--- config.mk ---
export PLATFORM = sky130hd
export DESIGN_NAME = four_bit_adder_flat
export DESIGN_NICKNAME = d
export VERILOG_FILES = /design/src/rtl/rca_pkg.sv /design/src/rtl/four_bit_adder_if.sv /design/src/rtl/full_adder.sv /design/src/rtl/four_bit_adder.sv /design/src/flat_wrapper.sv
export SDC_FILE = /design/constraint.sdc
export NUM_CORES = 1
export LEC_CHECK = 0
export BUFFER_PORTS_ARGS = -buffer_cell sky130_fd_sc_hd__buf_2
export CAP_MARGIN = 20
export CORE_AREA = 8 8 45 47
export CTS_BUF_LIST = sky130_fd_sc_hd__clkbuf_4
export DETAILED_ROUTE_END_ITERATION = 10
export DIE_AREA = 0 0 53 55
export PLACE_DENSITY_LB_ADDON = 0.05
export SLEW_MARGIN = 40
export SYNTH_ARGS = -nofsm -noshare
export SYNTH_HDL_FRONTEND = slang
export SYNTH_SLANG_ARGS = --single-unit
--- constraint.sdc ---
create_clock -name clk -period 2.4 [get_ports clk]
set_input_delay 0.48 -clock clk [delete_from_list [all_inputs] [get_ports clk]]
set_output_delay 0.48 -clock clk [all_outputs]
set_load 0.03 [all_outputs]
--- src/rtl/rca_pkg.sv ---
// Shared constants for the ripple-carry adder family.
package rca_pkg;
  localparam int ADD_W = 4;
endpackage

--- src/rtl/four_bit_adder_if.sv ---
// Operand/result bundle for four_bit_adder: master supplies operands, slave returns a registered result.
interface four_bit_adder_if;
  import rca_pkg::*;

  logic [ADD_W-1:0] A;
  logic [ADD_W-1:0] B;
  logic             CarryIn;
  logic             in_valid;
  logic [ADD_W-1:0] sum;
  logic             carryout;
  logic             out_valid;

  modport master (
    output A, B, CarryIn, in_valid,
    input  sum, carryout, out_valid
  );

  modport slave (
    input  A, B, CarryIn, in_valid,
    output sum, carryout, out_valid
  );
endinterface

--- src/rtl/full_adder.sv ---
// Gate-level 1-bit full adder; combinational, no backpressure.
module full_adder (
  input  logic a,
  input  logic b,
  input  logic cin,
  output logic s,
  output logic cout
);
  logic p;

  assign p    = a ^ b;
  assign s    = p ^ cin;
  assign cout = (a & b) | (cin & p);
endmodule

--- src/rtl/four_bit_adder.sv ---
// Registered 4-bit ripple-carry adder; latency 1 cycle, accepts one operand set per cycle.
// No backpressure: every in_valid cycle is captured; rst wins over in_valid.
module four_bit_adder
  import rca_pkg::*;
(
  input  logic             clk,
  input  logic             rst,
  four_bit_adder_if.slave  bus
);
  logic [ADD_W:0]   c;
  logic [ADD_W-1:0] s;

  assign c[0] = bus.CarryIn;

  // Carry strictly ripples bit to bit; c[ADD_W] is the critical path into carryout.
  for (genvar i = 0; i < ADD_W; i++) begin : g_fa
    full_adder u_fa (
      .a    (bus.A[i]),
      .b    (bus.B[i]),
      .cin  (c[i]),
      .s    (s[i]),
      .cout (c[i+1])
    );
  end

  always_ff @(posedge clk) begin
    if (rst) begin
      bus.sum       <= '0;
      bus.carryout  <= 1'b0;
      bus.out_valid <= 1'b0;
    end else begin
      bus.out_valid <= bus.in_valid;
      if (bus.in_valid) begin
        bus.sum      <= s;
        bus.carryout <= c[ADD_W];
      end
    end
  end
endmodule

--- src/flat_wrapper.sv ---
// flat-port wrapper written by rule: the top's interface ports become plain ports
module four_bit_adder_flat import rca_pkg::*;
  (clk, rst, bus_A, bus_B, bus_CarryIn, bus_in_valid, bus_sum, bus_carryout, bus_out_valid);
  four_bit_adder_if bus_i ();
  input  logic clk;
  input  logic rst;
  input wire logic [$bits(bus_i.A)-1:0] bus_A;
  input wire logic [$bits(bus_i.B)-1:0] bus_B;
  input wire logic [$bits(bus_i.CarryIn)-1:0] bus_CarryIn;
  input wire logic [$bits(bus_i.in_valid)-1:0] bus_in_valid;
  output wire logic [$bits(bus_i.sum)-1:0] bus_sum;
  output wire logic [$bits(bus_i.carryout)-1:0] bus_carryout;
  output wire logic [$bits(bus_i.out_valid)-1:0] bus_out_valid;
  assign bus_i.A = bus_A;
  assign bus_i.B = bus_B;
  assign bus_i.CarryIn = bus_CarryIn;
  assign bus_i.in_valid = bus_in_valid;
  assign bus_sum = bus_i.sum;
  assign bus_carryout = bus_i.carryout;
  assign bus_out_valid = bus_i.out_valid;
  four_bit_adder u_core (.clk(clk), .rst(rst), .bus(bus_i));
endmodule
==> flow_metrics.tcl <==
set metrics [dict create \
    die_h_um 55 \
    fin_crit_sh_pct 89.2 \
    syn_to_final_growth_pct 37.5 \
    grt_max_degree 10 \
    finalHoldViolations 0 \
    grt_pass1_wl_um 1160 \
    setup_viol 0 \
    finClkSkew_ns 0 \
    cts_buffers 3 \
    io_pins 18 \
    dr.pass1.iters 3 \
    arrival_ns 2.30 \
    cp_data_required_time_ns 2.56 \
    max_cap_violations 0 \
    final_max_slew_viol_count 0 \
    final_cell_mix "17 x buf_2, 7 x inv_1, 6 x dfxtp_1" \
    rrSetupSlack_ns 1.75 \
    fin_hold_ws_ns 0.478 \
    irDropWorstVdd_uv 197 \
    initial_utilization_pct 22.4 \
    via_count 252 \
    drcViolationCount 0 \
    run_status "complete, no violations" \
    wl_per_cell_um 11.1 \
    path_clk_slew_ns 0.05 \
    drt_iter0_markers 2 \
    syn_nets 45 \
    syn_avg_cell_area_um2 10.7 \
    clk_path_buf_depth 2 \
    final_area_um2 427 \
    critPathMostFrequentCell "fa_1" \
    fin_nets 66 \
    drive_above_1_share_pct 45.8 \
    synth_cells 29 \
    cts_tree "built" \
    postRouteAntennaNets 0 \
    core_area_um2 1380 \
    power_mw 0.274 \
    rsz0062_at_grt "no" \
    clock_latency_ns 0.24 \
    cellPowerDensity_nw_per_um2 642 \
    critPathKind "input port to flip-flop" \
    chipWidth_um 53 \
    endpoint_kind "flip-flop" \
    dpl.cell_count 61 \
    cts_setup_buffers 0 \
    portBuffers 17 \
    critical_path.top_delay_family "adder cells" \
    n_antenna_cell 0 \
    dieArea_um2 2920 \
    core.rowCount 14 \
    cts-root-buf "clkbuf_4" \
    wirelength_um 711 \
    antenna_found_initial 0 \
    htree_levels 1 \
    cp_cell_sequence "buf_2, inv_1, fa_1, inv_1, fa_1, fa_1, inv_1, fa_1, a211oi_1" \
    synth_cell_types 9 \
    worst-path-buf-inv 4 \
    post_dp_cell_area_um2 404 \
    p_leak_nw 0.229 \
    ys_seq_area_share_pct 38.7 \
    period_minus_slack_ns 2.14 \
    cp-start-kind "input port" \
    grt_usage_pct 5.65 \
    tightestPinTransition_ns 0.189 \
    place_hpwl_um 604 \
    routabilityCongestion 0.709 \
    ctsResizeCount 0 \
    ys_ff_latch 6 \
    slowest_delay_ns 0.40 \
    setup_ws_ns 0.258 \
    mostFrequentLayoutCell "buf_2" \
    fin_tns_setup_ns 0 \
    yosysWarnings 0 \
    synth_area_um2 310 \
    holdBufCountCts 0 \
    max_slew_margin_pct 87.4 \
    hold_class "flip-flop to flip-flop" \
    post-place-ws_ns 0.00247 \
    crit_path_top_delay_cell "fa_1" \
    via_per_inst 3.94 \
    worstPathMaxFanout 1 \
    fmax_ghz 0.467 \
    grt_overflow 0 \
    instances_no_fill 64 \
    cts_sinks 6 \
    first_global_vias 276 \
    fin_util_pct 30.8 \
]
worst paths after layout:
check | from | to | depth (start not counted)
hold / removal | u_core.bus.sum[0] | u_core.bus.sum[0] | 2
setup / recovery | bus_CarryIn | u_core.bus.sum[3] | 9
hold reg to reg | u_core.bus.sum[0] | u_core.bus.sum[0] | 2
setup reg to reg | u_core.bus.sum[0] | u_core.bus.sum[0] | 2
flip-flops by register name, indices dropped and copies added (netlist names):
| register | flops |
|---|---|
| u_core.bus.out_valid | 1 |
| u_core.bus.sum | 4 |
| u_core.bus.carryout | 1 |
cells in the mapped netlist (all sizes together):
cell type | count | area [um^2]
inv | 7 | 26.3
dfxtp | 6 | 120
nor2 | 5 | 23.8
fa | 4 | 80.1
a211oi | 3 | 22.5
mux2i | 2 | 20.0
buf | 1 | 11.3
nor2b | 1 | 6.26
layer usage:
layer / share of wire [%] / wire length (um) / GRT usage, %
met2: 49 / 349 / 8.79
met1: 41 / 289 / 5.68
met4: 0 / 0 / 2.59
met5: 0 / 0 / 0
met3: 10 / 72 / 4.01
final cells by class:
| type | instances | area (um^2) |
|---|---|---|
| Fill cell | 159 | 957 |
| Multi-Input combinational cell | 15 | 153 |
| Sequential cell | 6 | 120 |
| Timing Repair Buffer | 17 | 85.1 |
| Inverter | 7 | 26.3 |
| Clock buffer | 3 | 22.5 |
| Tap cell | 16 | 20.0 |
cells by family after synthesis:
kind of cell	Yosys count	share of synthesized area, %
compound gates	3	7.26
fa+ha+maj	4	25.8
buf+inv	8	12.1
flops	6	38.7
mux	2	6.45
simple gates	6	9.68
power by group:
part / internal, mW / switching, mW
Combinational: 0.0259 / 0.0408
Sequential: 0.109 / 0.00392
Clock: 0.0567 / 0.0378
Total: 0.191 / 0.0826
worst min-delay path, delay by kind of cell, from the launching register on:
family / cells / cell delay, ns
simple gates: 1 / 0.07
flops: 1 / 0.31
compound gates: 1 / 0.05
No activity file was read; power rests on OpenSTA's default activity.
